**config.mk**
```make
export PLATFORM = sky130hd
export DESIGN_NAME = keypad_scan
export DESIGN_NICKNAME = d
export VERILOG_FILES = /design/src/rtl/keypad_scan.sv
export SDC_FILE = /design/constraint.sdc
export NUM_CORES = 1
export LEC_CHECK = 0
export ABC_AREA = 0
export BUFFER_PORTS_ARGS = -buffer_cell sky130_fd_sc_hd__buf_2
export CAP_MARGIN = 20
export CORE_MARGIN = 5
export CORE_UTILIZATION = 23
export DETAILED_ROUTE_END_ITERATION = 8
export GPL_TIMING_DRIVEN = 0
export PLACE_DENSITY_LB_ADDON = 0.25
export SYNTH_ARGS = -nofsm -noshare
export SYNTH_HDL_FRONTEND = slang
export SYNTH_SLANG_ARGS = --single-unit
```
**constraint.sdc**
```tcl
create_clock -name clk -period 11.8 [get_ports clk]
set_clock_uncertainty 0.2 [all_clocks]
set_input_delay 0.59 -clock clk [delete_from_list [all_inputs] [get_ports clk]]
set_output_delay 0.59 -clock clk [all_outputs]
set_load 0.1 [all_outputs]
```
**src/rtl/keypad_scan.sv**
```systemverilog
// 4x4 matrix keypad scanner: row-strobed column sampling, whole-frame debounce,
// and single-key press/release event generation for the time-set front panel.
module keypad_scan #(
  parameter int SCAN_DIV       = 50000,
  parameter int DEBOUNCE_SCANS = 5
) (
  input  logic       clk,
  input  logic       rst_n,
  input  logic [3:0] col_in,
  output logic [3:0] row_out,
  output logic [3:0] key_code,
  output logic       key_valid,
  output logic       key_release,
  output logic       key_down
);

  localparam int SLOT_W = $clog2(SCAN_DIV);
  localparam int STAB_W = $clog2(DEBOUNCE_SCANS + 1);
  localparam logic [SLOT_W-1:0] SLOT_LAST = SLOT_W'(SCAN_DIV - 1);
  localparam logic [STAB_W-1:0] STAB_MAX  = STAB_W'(DEBOUNCE_SCANS);

  typedef enum logic [1:0] {ST_IDLE, ST_DOWN, ST_BLOCK} state_t;

  function automatic logic [4:0] popcount(input logic [15:0] f);
    logic [4:0] n;
    n = 5'd0;
    for (int i = 0; i < 16; i++) n = n + {4'd0, f[i]};
    return n;
  endfunction

  function automatic logic [3:0] first_set(input logic [15:0] f);
    logic [3:0] idx;
    idx = 4'd0;
    for (int i = 15; i >= 0; i--) if (f[i]) idx = 4'(i);
    return idx;
  endfunction

  logic [3:0]        col_meta_q, col_s_q;
  logic [SLOT_W-1:0] slot_cnt_q;
  logic [1:0]        row_q;
  logic [15:0]       frame_q;
  logic              frame_done_q;
  logic [15:0]       prev_frame_q, prev_frame_d;
  logic [STAB_W-1:0] stable_cnt_q, stable_cnt_d;
  logic [15:0]       deb_frame_q, deb_frame_d;
  logic              deb_upd_q, deb_upd_d;
  state_t            state_q, state_d;
  logic [3:0]        key_code_q, key_code_d;
  logic              key_valid_q, key_valid_d;
  logic              key_release_q, key_release_d;
  logic              key_down_q, key_down_d;
  logic              slot_last;

  assign slot_last = (slot_cnt_q == SLOT_LAST);

  // Synchronizer idles at all-ones so reset never looks like a press
  always_ff @(posedge clk or negedge rst_n) begin
    if (!rst_n) begin
      col_meta_q <= 4'hF;
      col_s_q    <= 4'hF;
    end else begin
      col_meta_q <= col_in;
      col_s_q    <= col_meta_q;
    end
  end

  always_ff @(posedge clk or negedge rst_n) begin
    if (!rst_n) begin
      slot_cnt_q   <= '0;
      row_q        <= 2'd0;
      frame_q      <= 16'd0;
      frame_done_q <= 1'b0;
    end else begin
      frame_done_q <= slot_last && (row_q == 2'd3);
      if (slot_last) begin
        slot_cnt_q                  <= '0;
        row_q                       <= row_q + 2'd1;
        frame_q[{row_q, 2'b00} +: 4] <= ~col_s_q;
      end else begin
        slot_cnt_q <= slot_cnt_q + 1'b1;
      end
    end
  end

  assign row_out = ~(4'b0001 << row_q);

  // Acceptance looks at the post-update count so a frame can commit on the same frame_done
  always_comb begin
    prev_frame_d = prev_frame_q;
    stable_cnt_d = stable_cnt_q;
    deb_frame_d  = deb_frame_q;
    deb_upd_d    = 1'b0;
    if (frame_done_q) begin
      if (frame_q == prev_frame_q) begin
        if (stable_cnt_q < STAB_MAX) stable_cnt_d = stable_cnt_q + 1'b1;
      end else begin
        prev_frame_d = frame_q;
        stable_cnt_d = STAB_W'(1);
      end
      if ((stable_cnt_d == STAB_MAX) && (prev_frame_d != deb_frame_q)) begin
        deb_frame_d = prev_frame_d;
        deb_upd_d   = 1'b1;
      end
    end
  end

  always_ff @(posedge clk or negedge rst_n) begin
    if (!rst_n) begin
      prev_frame_q <= 16'd0;
      stable_cnt_q <= '0;
      deb_frame_q  <= 16'd0;
      deb_upd_q    <= 1'b0;
    end else begin
      prev_frame_q <= prev_frame_d;
      stable_cnt_q <= stable_cnt_d;
      deb_frame_q  <= deb_frame_d;
      deb_upd_q    <= deb_upd_d;
    end
  end

  always_comb begin
    state_d       = state_q;
    key_code_d    = key_code_q;
    key_valid_d   = 1'b0;
    key_release_d = 1'b0;
    key_down_d    = key_down_q;
    if (deb_upd_q) begin
      case (state_q)
        ST_IDLE: begin
          if (popcount(deb_frame_q) == 5'd1) begin
            state_d     = ST_DOWN;
            key_code_d  = first_set(deb_frame_q);
            key_valid_d = 1'b1;
            key_down_d  = 1'b1;
          end else if (popcount(deb_frame_q) >= 5'd2) begin
            state_d = ST_BLOCK;
          end
        end
        ST_DOWN: begin
          // deb_upd only fires on a change, so the held key is no longer sole
          key_release_d = 1'b1;
          key_down_d    = 1'b0;
          state_d       = (deb_frame_q == 16'd0) ? ST_IDLE : ST_BLOCK;
        end
        ST_BLOCK: begin
          if (deb_frame_q == 16'd0) state_d = ST_IDLE;
        end
        default: state_d = ST_IDLE;
      endcase
    end
  end

  always_ff @(posedge clk or negedge rst_n) begin
    if (!rst_n) begin
      state_q       <= ST_IDLE;
      key_code_q    <= 4'd0;
      key_valid_q   <= 1'b0;
      key_release_q <= 1'b0;
      key_down_q    <= 1'b0;
    end else begin
      state_q       <= state_d;
      key_code_q    <= key_code_d;
      key_valid_q   <= key_valid_d;
      key_release_q <= key_release_d;
      key_down_q    <= key_down_d;
    end
  end

  assign key_code    = key_code_q;
  assign key_valid   = key_valid_q;
  assign key_release = key_release_q;
  assign key_down    = key_down_q;

endmodule

```
# == Word-level counts from Yosys, hierarchy flattened ==
# Cells that the tools add are included.
# op_classes
n_addsub,19
n_lt_le_gt_ge,2
n_eq_ne,11
n_shift,3
muxes,37
n_bitwise,2
reduce_logical,9
# ops
cell,count
$mux W4,16
$add A5 B1 Y5,11
$mux W16,3
$add A16 B1 Y16 const B,1
$bwmux W16,1
$eq A16 B16 Y1,1
$eq A16 B16 Y1 const B,1
$logic_not A16 Y1,1
$ne A16 B16 Y1,1
$shift A4 B6 Y16 const A,1
$shiftx A4 B6 Y16,1
$mux W3,3
$reduce_and A3 Y1,3
$mux W1,8
$mux W2,4
$not A4 Y4,2
$neg A4 Y6,1
$pmux W2 S3,1
$add A4 B1 Y5,1
$eq A5 B1 Y1 const B,1
$ge A5 B2 Y1 const B,1
$add A3 B1 Y4,1
$eq A2 B2 Y1 const B,2
$ne A2 B2 Y1 const B,2
14 further kinds,15
# totals
reg_bits,88
output_inout_bits,11
elab_cells,98

# == Longest topological paths before layout ==
# Gate-level depths: netlist of the first run.
# logic_depth
word_depth,19
depth_mapped,17

# == Worst setup path after synthesis of the first run ==
# No wires, ideal clock.
# synth_timing
path_type,reg-to-reg
start,register deb_frame_q[5]
end,"register key_code_q[1], in the netlist key_code[1]"
arrival_time_ps,4298
required_time_ps,11489
setup_slack_ps,7191
stages_incl_launch_ff,17
path_buffers,0
period_less_slack_ps,4609
path_cell_list,dfrtp_1 > inv_1 > fa_1 > inv_1 > fa_1 > fa_1 > inv_1 > fa_1 > inv_1 > ha_1 > inv_1 > fa_1 > nor2_1 > a31oi_1 > nor4b_1 > nand4_1 > o41ai_1
# synth_via
elab_chain_cells,13
# synth_lines
element,line,source
start: declaration,45,"logic [15:0] deb_frame_q, deb_frame_d;"
start signal: assignment,116,deb_frame_q <= deb_frame_d;
$add A5 B1 Y5 (11 in a row),27,"for (int i = 0; i < 16; i++) n = n + {4'd0, f[i]};"
$eq A5 B1 Y1,130,if (popcount(deb_frame_q) == 5'd1) begin
$reduce_and A3 Y1 (no source line),--,
end signal: assignment,162,key_code_q <= key_code_d;
end: declaration,48,"logic [3:0] key_code_q, key_code_d;"
# Several ways; a longest one is shown, not always the timed one.
# A chain may end at the register's enable or synchronous reset.

# == Final worst setup path of the first run ==
# Ends and elaborated chain as after synthesis.

==> metrics, run 1 <==
Hold Crit Start col_in[3]; Warnings, synthesis 0; fin worst setup slack 6.61 ns; Worst Setup End Kind flip-flop; CTS Buf Count 9; H-Tree Level Count 3; clock-pin slew on the worst setup and hold paths 0.06 ns; Async S/R FF share, synth 1.00; Sequential Power Share 0.505; MaxCap Viol Count 0; CTS tree done; Combinational Power Share 0.013; most frequent cells in the layout 80 x dfrtp_1, 38 x inv_1, 37 x nand2_1; post-DP HPWL 6.34 mm; reg2reg setup slack 6.61 ns; Mapped Avg Cell Area 11.6 um^2; routed wire length 8.51 mm; Setup CP Type reg -> reg; global-route wire length before repair 14.6 mm; Die Ht 149 um; hold path depth 1; vias per cell 4.14; area leader, netlist dfrtp_1; Worst Max-Slew Pin Slew 0.703 ns; Req. time, crit path 11.82 ns; Syn Inst Count 383; clk sinks 88; final hold violations 0; Placement Rows 50; die area 0.0222 mm^2; Int Power 0.482 mW; Area growth syn-to-layout 17.0%; status finished, final reports clean; DRT Pass-1 Iters 4; clock root buffer clkbuf_16; unrepaired setup endpoints after global routing no; Max Fclk 0.193 GHz; # hold bufs at CTS 1; Post-CTS Resized 0; Crit path arrival time 5.22 ns; reg2reg end key_code[1]; post-synthesis cell area 0.00445 mm^2; RR Startpoint deb_frame_q[5]; 1st-iter DRT viols 129; Initial Util 0.236; crit path max fanout 10; DRT antenna net count 0; register area share after synthesis 0.497; Leak 2.42 nW; fin. max-slew vios 0; largest net degree at the start of global routing 59; maximum clock insertion buffer count 2; Post-CTS Setup Bufs 0; final setup vio count 0; Synth area leaders dfrtp_1 45%, mux2_2 5.6%, dfstp_2 4.7%, xnor2_1 4.7%, fa_1 4.5%; FF+latch area 0.00221 mm^2; vias in the first global route 2,807; Clk pwr share 0.482; filler cell count 2,021; number of synthesized flops with an enable pin 0; Tmin final 5.19 ns; via count 2,805; Hold Path Sink col_meta_q[3]; DRC viols 0; CP Launch Type flip-flop; initial antenna violation count 0; Setup WS pre-CTS 6.53 ns; worst reg2reg path depth 16; # diodes 0; #FFs+latches synth 88; layout cells sized above 1 0.201; footprint of the multi-input gates 0.00206 mm^2; top cell type's share of synthesized area 0.450; syn_nets 412; Hold/Removal Path Class in -> reg; slew margin rel. 0.525; ys flop type dfrtp_1; I/O pin count 17; Routability Congestion 0.747; Layout Nets 441; sum of negative setup slack 0 ns; power per cell area 116 mW/mm^2; gr ovfl total 0; clk_lat worst skew 0.34 ns; Peak VDD IR 65.7 uV; final worst-path cycle share 0.440; GR Util All Layers 0.0833; total core area 0.0189 mm^2; I/O Buffers 16; Yosys cell types 45; P_sw 0.123 mW; Switching Share 0.203; most common cell after layout, fill and taps aside dfrtp_1; Die X 149 um; Wirelength per Cell 12.6 um
==> cell usage after synthesis (all sizes together), types with 3 or more instances <==
| library cell | instances |
|---|---|
| nor3 | 4 |
| dfstp | 8 |
| nand4 | 8 |
| inv | 38 |
| dfrtp | 80 |
| and4 | 3 |
| a21oi | 4 |
| xnor2 | 24 |
| or4 | 3 |
| and3 | 3 |
| nand3 | 11 |
| o31ai | 18 |
| mux2 | 32 |
| ha | 13 |
| o21ai | 8 |
| nor2b | 6 |
| clkbuf | 3 |
| xor2 | 22 |
| nor4 | 7 |
| fa | 10 |
| nor2 | 18 |
| nand2 | 38 |
==> registers in the layout (all words and copies together), names as in the netlist <==
name and flops:
col_meta_q 4, col_s_q 4, deb_frame_q 16, deb_upd_q 1, frame_done_q 1, frame_q 16
key_code 4, key_down 1, key_release 1, key_valid 1, prev_frame_q 16, row_q 2
slot_cnt_q 16, stable_cnt_q 3, state_q 2
==> worst max-delay path by stage <==
stage	start	end	cells past startpoint
2_1_floorplan	deb_frame_q[5]	key_code[1]	16
3_3_place_gp	deb_frame_q[5]	key_code[1]	16
3_5_place_dp	deb_frame_q[5]	key_code[1]	16
4_1_cts	deb_frame_q[5]	key_code[1]	16
5_1_grt	deb_frame_q[5]	key_code[1]	16
6_report	deb_frame_q[5]	key_code[1]	16
==> metal layers <==
metal | up-vias | GRT usage | wire [um]
li1 | 1379 | - | -
met1 | 1381 | 0.115 | 4210
met5 | - | 0 | 0
met4 | 0 | 0.0220 | 88
met3 | 8 | 0.0258 | 357
met2 | 37 | 0.128 | 3850
==> critical path: stages (launching register included) <==
cell	delay, ns
dfrtp_1	0.46
inv_1	0.11
fa_1	0.54
inv_1	0.05
fa_1	0.46
fa_1	0.52
inv_1	0.05
fa_1	0.42
inv_1	0.06
ha_1	0.15
inv_1	0.05
fa_1	0.36
nor2_1	0.09
a31oi_1	0.08
nor4b_1	0.60
nand4_1	0.44
o41ai_1	0.41
==> layout make-up <==
class / count / area share
Sequential cell: 88 / 0.425
Timing Repair Buffer: 18 / 0.0231
Multi-Input combinational cell: 252 / 0.396
Clock buffer: 12 / 0.0493
Buffer: 5 / 0.00697
Tap cell: 260 / 0.0625
Clock inverter: 4 / 0.0103
Inverter: 38 / 0.0274
==> cell families after synthesis <==
family	Yosys count	share of synthesized area
fa+ha+maj	23	0.0815
xor+xnor	46	0.0905
compound gates	43	0.0669
mux	33	0.0916
flops	88	0.497
buf+inv	43	0.0402
simple gates	107	0.132
==> power groups by stage <==
stage / Sequential (mW) / Clock [mW] / Combinational, mW
6_report: 0.305 / 0.291 / 0.00805
5_1_grt: 0.305 / 0.312 / 0.00980
4_1_cts: 0.305 / 0.304 / 0.00872
3_5_place_dp: 0.311 / 0 / 0.00843
3_3_place_gp: 0.311 / 0 / 0.00695
2_1_floorplan: 0.310 / 0 / 0.00000217
==> stage by stage <==
stage	util	hold slack, ns	power [mW]	area [um^2]	std cells
floorplan	-	0.0944	0.310	4450	383
global placement	0.257	0.148	0.318	4860	659
detailed placement	0.259	0.147	0.319	4890	660
CTS	0.276	0.126	0.618	5210	677
global route	0.276	0.126	0.628	5210	677
finish	0.276	0.144	0.605	5210	677
No activity file was read; power rests on OpenSTA's default activity.
==> run 2: changes to the inputs <==
- clock period: 11.8 -> 4.6 ns (I/O delays scaled with it)
==> run 2 against run 1 <==
Global-route usage up 0.23 points. Critical path depth up 1. Wire length up 4.2%. Die area unchanged. Highest routed layer unchanged. Critical path type unchanged. Clock power rose to 2.7 times the previous value.
==> metrics, run 2 (synthesized netlist as in run 1, its figures left out) <==
Wirelength per Cell 12.9 um; maximum clock insertion buffer count 2; status finished, final reports clean; clk_lat worst skew 0.35 ns; power per cell area 298 mW/mm^2; routed wire length 8.87 mm; final hold violations 0; CP Launch Type flip-flop; Tmin final 4.45 ns; critical path buffer and inverter count 6; MaxCap Viol Count 0; unrepaired setup endpoints after global routing yes; die area 0.0222 mm^2; Crit path arrival time 4.49 ns; Max stage delay on crit path 0.53 ns; fin. max-slew vios 0; crit path max fanout 5; final worst-path cycle share 0.968; Setup WS pre-CTS -0.293 ns; DRC viols 0; clk sinks 88; global-route wire length before repair 15.1 mm; Die Ht 149 um; via count 2,869; Initial Util 0.236; vias per cell 4.16; most frequent cells in the layout 72 x dfrtp_1, 36 x inv_1, 35 x nand2_1; Cell Chain, Critical Path fa_1 -> inv_1 -> fa_1 -> inv_1 -> fa_1 -> inv_1 -> fa_1 -> inv_1 -> ha_2 -> inv_2 -> fa_2 -> nor2_2 -> a31oi_1 -> nor4b_2 -> nand4_1 -> buf_6 -> o41ai_4; I/O pin count 17; GR Util All Layers 0.0857; Worst Max-Slew Pin Slew 0.566 ns; slew margin rel. 0.619; 1st-iter DRT viols 122; Die X 149 um; # diodes 0; final setup vio count 0; Setup CP Type reg -> reg; DRT Pass-1 Iters 4; gr ovfl total 0; placed insts 660; vias in the first global route 2,873; Placement Rows 50; Worst Setup End Kind flip-flop; most common cell after layout, fill and taps aside dfrtp_1; fin worst setup slack 0.148 ns; layout cells sized above 1 0.258; H-Tree Level Count 3; clock-pin slew on the worst setup and hold paths 0.07 ns; WHS 0.109 ns; Max Fclk 0.225 GHz; largest net degree at the start of global routing 67; Layout Nets 454; DRT antenna net count 0; Leak 2.48 nW; filler cell count 2,002; Peak VDD IR 216 uV; slowest stage cell on the critical path fa_1; Final Non-Filler Cells 690; Routability Congestion 0.741; I/O Buffers 16; family with the most delay on the worst path adder cells; post-DP HPWL 6.38 mm; total core area 0.0189 mm^2; Req. time, crit path 4.64 ns; Hold/Removal Path Class in -> async; post-layout util 0.285; CTS tree done; CTS Buf Count 9; Area growth syn-to-layout 21.1%; initial antenna violation count 0; clock root buffer clkbuf_16
==> run 2: per-layer routing <==
| layer | vias to the layer above | GRT usage | wire [um] |
|---|---|---|---|
| li1 | 1404 | - | - |
| met1 | 1412 | 0.117 | 4370 |
| met2 | 39 | 0.131 | 4050 |
| met3 | 14 | 0.0231 | 294 |
| met4 | 0 | 0.0288 | 155 |
| met5 | - | 0 | 0 |
==> run 2: worst paths after layout <==
path	startpoint	endpoint	slack, ns	cells past startpoint
worst max-delay path	deb_frame_q[13]	key_code[1]	0.15	17
worst min-delay path	rst_n	slot_cnt_q[5]	0.11	2
worst max register to register	deb_frame_q[13]	key_code[1]	0.15	17
worst min register to register	col_meta_q[0]	col_s_q[0]	0.16	0
max in group asynchronous	rst_n	deb_frame_q[7]	3.43	3
min in group clk	col_meta_q[0]	col_s_q[0]	0.16	0
==> run 2: worst reg2reg max path, cell delays in order, from the launching register on <==
cell     delay [ns]
dfrtp_2        0.43
fa_1           0.53
inv_1          0.05
fa_1           0.47
inv_1          0.05
fa_1           0.47
inv_1          0.05
fa_1           0.42
inv_1          0.07
ha_2           0.18
inv_2          0.04
fa_2           0.36
nor2_2         0.11
a31oi_1        0.09
nor4b_2        0.27
nand4_1        0.19
buf_6          0.18
o41ai_4        0.19
==> run 2: where the power goes <==
part / switching [mW] / internal, mW
clock network: 0.319 / 0.480
logic: 0.0164 / 0.00692
registers: 0.00302 / 0.780
==> run 2: what timing repair did <==
item	4_1_cts	5_1_grt
cloned	0	1
setup endpoints to repair	6	8
resized for setup	9	13
setup buffers	8	0
endpoints found under the hold margin	92	0
hold buffers	5	0
pin swaps	2	7
==> run 2: final cells by class <==
| cell class | count | area [um^2] | share of cell area |
|---|---|---|---|
| flip-flops and latches | 88 | 2220 | 0.412 |
| multi-input cells | 252 | 2110 | 0.392 |
| well taps | 260 | 325 | 0.0604 |
| clock buffers | 10 | 229 | 0.0425 |
| repair buffers | 31 | 229 | 0.0425 |
| inverters | 38 | 143 | 0.0265 |
| clock inverters | 6 | 92.6 | 0.0172 |
| plain buffers | 5 | 36.3 | 0.00673 |
==> run 2: per-stage QoR <==
stage                     setup TNS [ns]  power, mW  area, um^2
after detailed placement          -0.888      0.819        4890
final                                  0       1.61        5390
after floorplan                        0      0.796        4460
after global placement            -0.607      0.816        4860
after CTS                              0       1.64        5340
after global routing              -0.707       1.67        5390
==> run 3: changes to the inputs <==
- GPL_TIMING_DRIVEN: 0 -> unset
==> run 3 against run 2 <==
Global-route usage grew 0.20 points. Clock power down 1%. Highest routed layer unchanged. Critical path depth is 1 higher. Utilization decreased by 0.066 points. Count of clock-buffer cells in the layout unchanged.
==> metrics, run 3 (synthesized netlist as in run 1, its figures left out) <==
Max Fclk 0.223 GHz; P_sw 0.331 mW; layout cells sized above 1 0.245; most frequent cells in the layout 80 x dfrtp_1, 37 x inv_1, 36 x nand2_1; global-route wire length before repair 15.4 mm; H-Tree Level Count 3; slew margin rel. 0.387; GR Util All Layers 0.0877; DRT Pass-1 Iters 4; Worst Setup End Kind flip-flop; 1st-iter DRT viols 129; initial antenna violation count 0; Leak 2.53 nW; CTS Buf Count 9; vias per cell 4.17; Routability Congestion 0.751; DRC viols 0; Final Non-Filler Cells 692; CP Launch Type flip-flop; origin of the worst setup path deb_frame_q[5]; Peak VDD IR 226 uV; Sequential Power Share 0.491; power per cell area 297 mW/mm^2; DRT antenna net count 0; Die X 149 um; Setup WS pre-CTS 0.0954 ns; # diodes 0; Area growth syn-to-layout 20.8%; I/O pin count 17; vias in the first global route 2,976; post-DP HPWL 6.54 mm; fin. max-slew vios 0; Die Ht 149 um; Setup CP Type reg -> reg; Hold/Removal Path Class reg -> reg; status finished, final reports clean; Hold Crit Start col_meta_q[0]; fin worst setup slack 0.121 ns; Combinational Power Share 0.013; via count 2,885; most common cell after layout, fill and taps aside dfrtp_1; final setup vio count 0; gr ovfl total 0; maximum clock insertion buffer count 2; clk_lat worst skew 0.34 ns; sum of negative setup slack 0 ns; Layout Nets 456; Tmin final 4.48 ns; CTS tree done; Wirelength per Cell 13.0 um; clock-pin slew on the worst setup and hold paths 0.07 ns; Placement Rows 50; Worst Max-Slew Pin Slew 0.917 ns; final hold violations 0; RR Startpoint deb_frame_q[5]; largest net degree at the start of global routing 53; unrepaired setup endpoints after global routing yes; Switching Share 0.207; MaxCap Viol Count 0; final worst-path cycle share 0.974; routed wire length 9.00 mm; Initial Util 0.236; Crit path arrival time 4.50 ns; placed insts 670; clk sinks 88; I/O Buffers 16; Req. time, crit path 4.62 ns; total core area 0.0189 mm^2; clock root buffer clkbuf_16; Clk pwr share 0.496; die area 0.0222 mm^2; Int Power 1.26 mW; crit path max fanout 8
==> run 3: power by group through the flow <==
| stage | Clock, mW | Combinational [mW] | Sequential, mW |
|---|---|---|---|
| floorplan | 0 | 0.00000401 | 0.796 |
| global placement | 0 | 0.0189 | 0.798 |
| detailed placement | 0 | 0.0195 | 0.798 |
| CTS | 0.825 | 0.0228 | 0.783 |
| global route | 0.857 | 0.0257 | 0.783 |
| finish | 0.791 | 0.0211 | 0.783 |
==> run 3: layout make-up <==
type                            count  area [um^2]
Fill cell                        2007        13500
Sequential cell                    88         2210
Multi-Input combinational cell    252         2110
Tap cell                          260          325
Timing Repair Buffer               38          264
Clock buffer                       10          229
Inverter                           38          143
Clock inverter                      6         90.1
==> run 3: routing by layer <==
metal / global-route usage / vias to the layer above / share of wire
met4: 0.0270 / 0 / 0.017
met1: 0.117 / 1419 / 0.50
li1: - / 1415 / -
met5: 0 / - / 0
met2: 0.133 / 38 / 0.45
met3: 0.0316 / 13 / 0.038
==> run 3: worst paths after layout <==
path | endpoint | slack (ns) | depth (start not counted)
max in group asynchronous | slot_cnt_q[12] | 2.94 | 3
min in group asynchronous | slot_cnt_q[8] | 0.18 | 2
hold reg to reg | col_s_q[0] | 0.16 | 0
hold / removal | col_s_q[0] | 0.16 | 0
setup reg to reg | key_code[1] | 0.12 | 18
setup / recovery | key_code[1] | 0.12 | 18
==> run 3: timing repair <==
item	in CTS	in global routing
hold buffers	5	0
hold endpoints to repair	40	0
gates resized for setup	0	12
setup buffers	0	1
endpoints found under the setup margin	0	6
==> run 3: through the flow <==
step	utilization	instance area (um^2)	power (mW)	hold slack, ns
2_1_floorplan	-	4460	0.796	-0.266
3_3_place_gp	0.262	4950	0.817	0.0189
3_5_place_dp	0.262	4950	0.818	0.0281
4_1_cts	0.282	5320	1.63	0.157
5_1_grt	0.285	5380	1.67	0.159
6_report	0.285	5380	1.60	0.156
==> run 3: critical path, stage by stage, from the launching register on <==
cell	delay, ns
dfrtp_1	0.34
inv_1	0.07
fa_1	0.53
inv_1	0.05
fa_1	0.46
fa_1	0.51
inv_1	0.05
fa_1	0.42
inv_1	0.06
ha_2	0.18
inv_2	0.04
fa_2	0.35
nor2_4	0.13
a31oi_4	0.10
nor4b_4	0.32
nand4_1	0.22
buf_6	0.19
nand2_2	0.07
o41ai_2	0.06
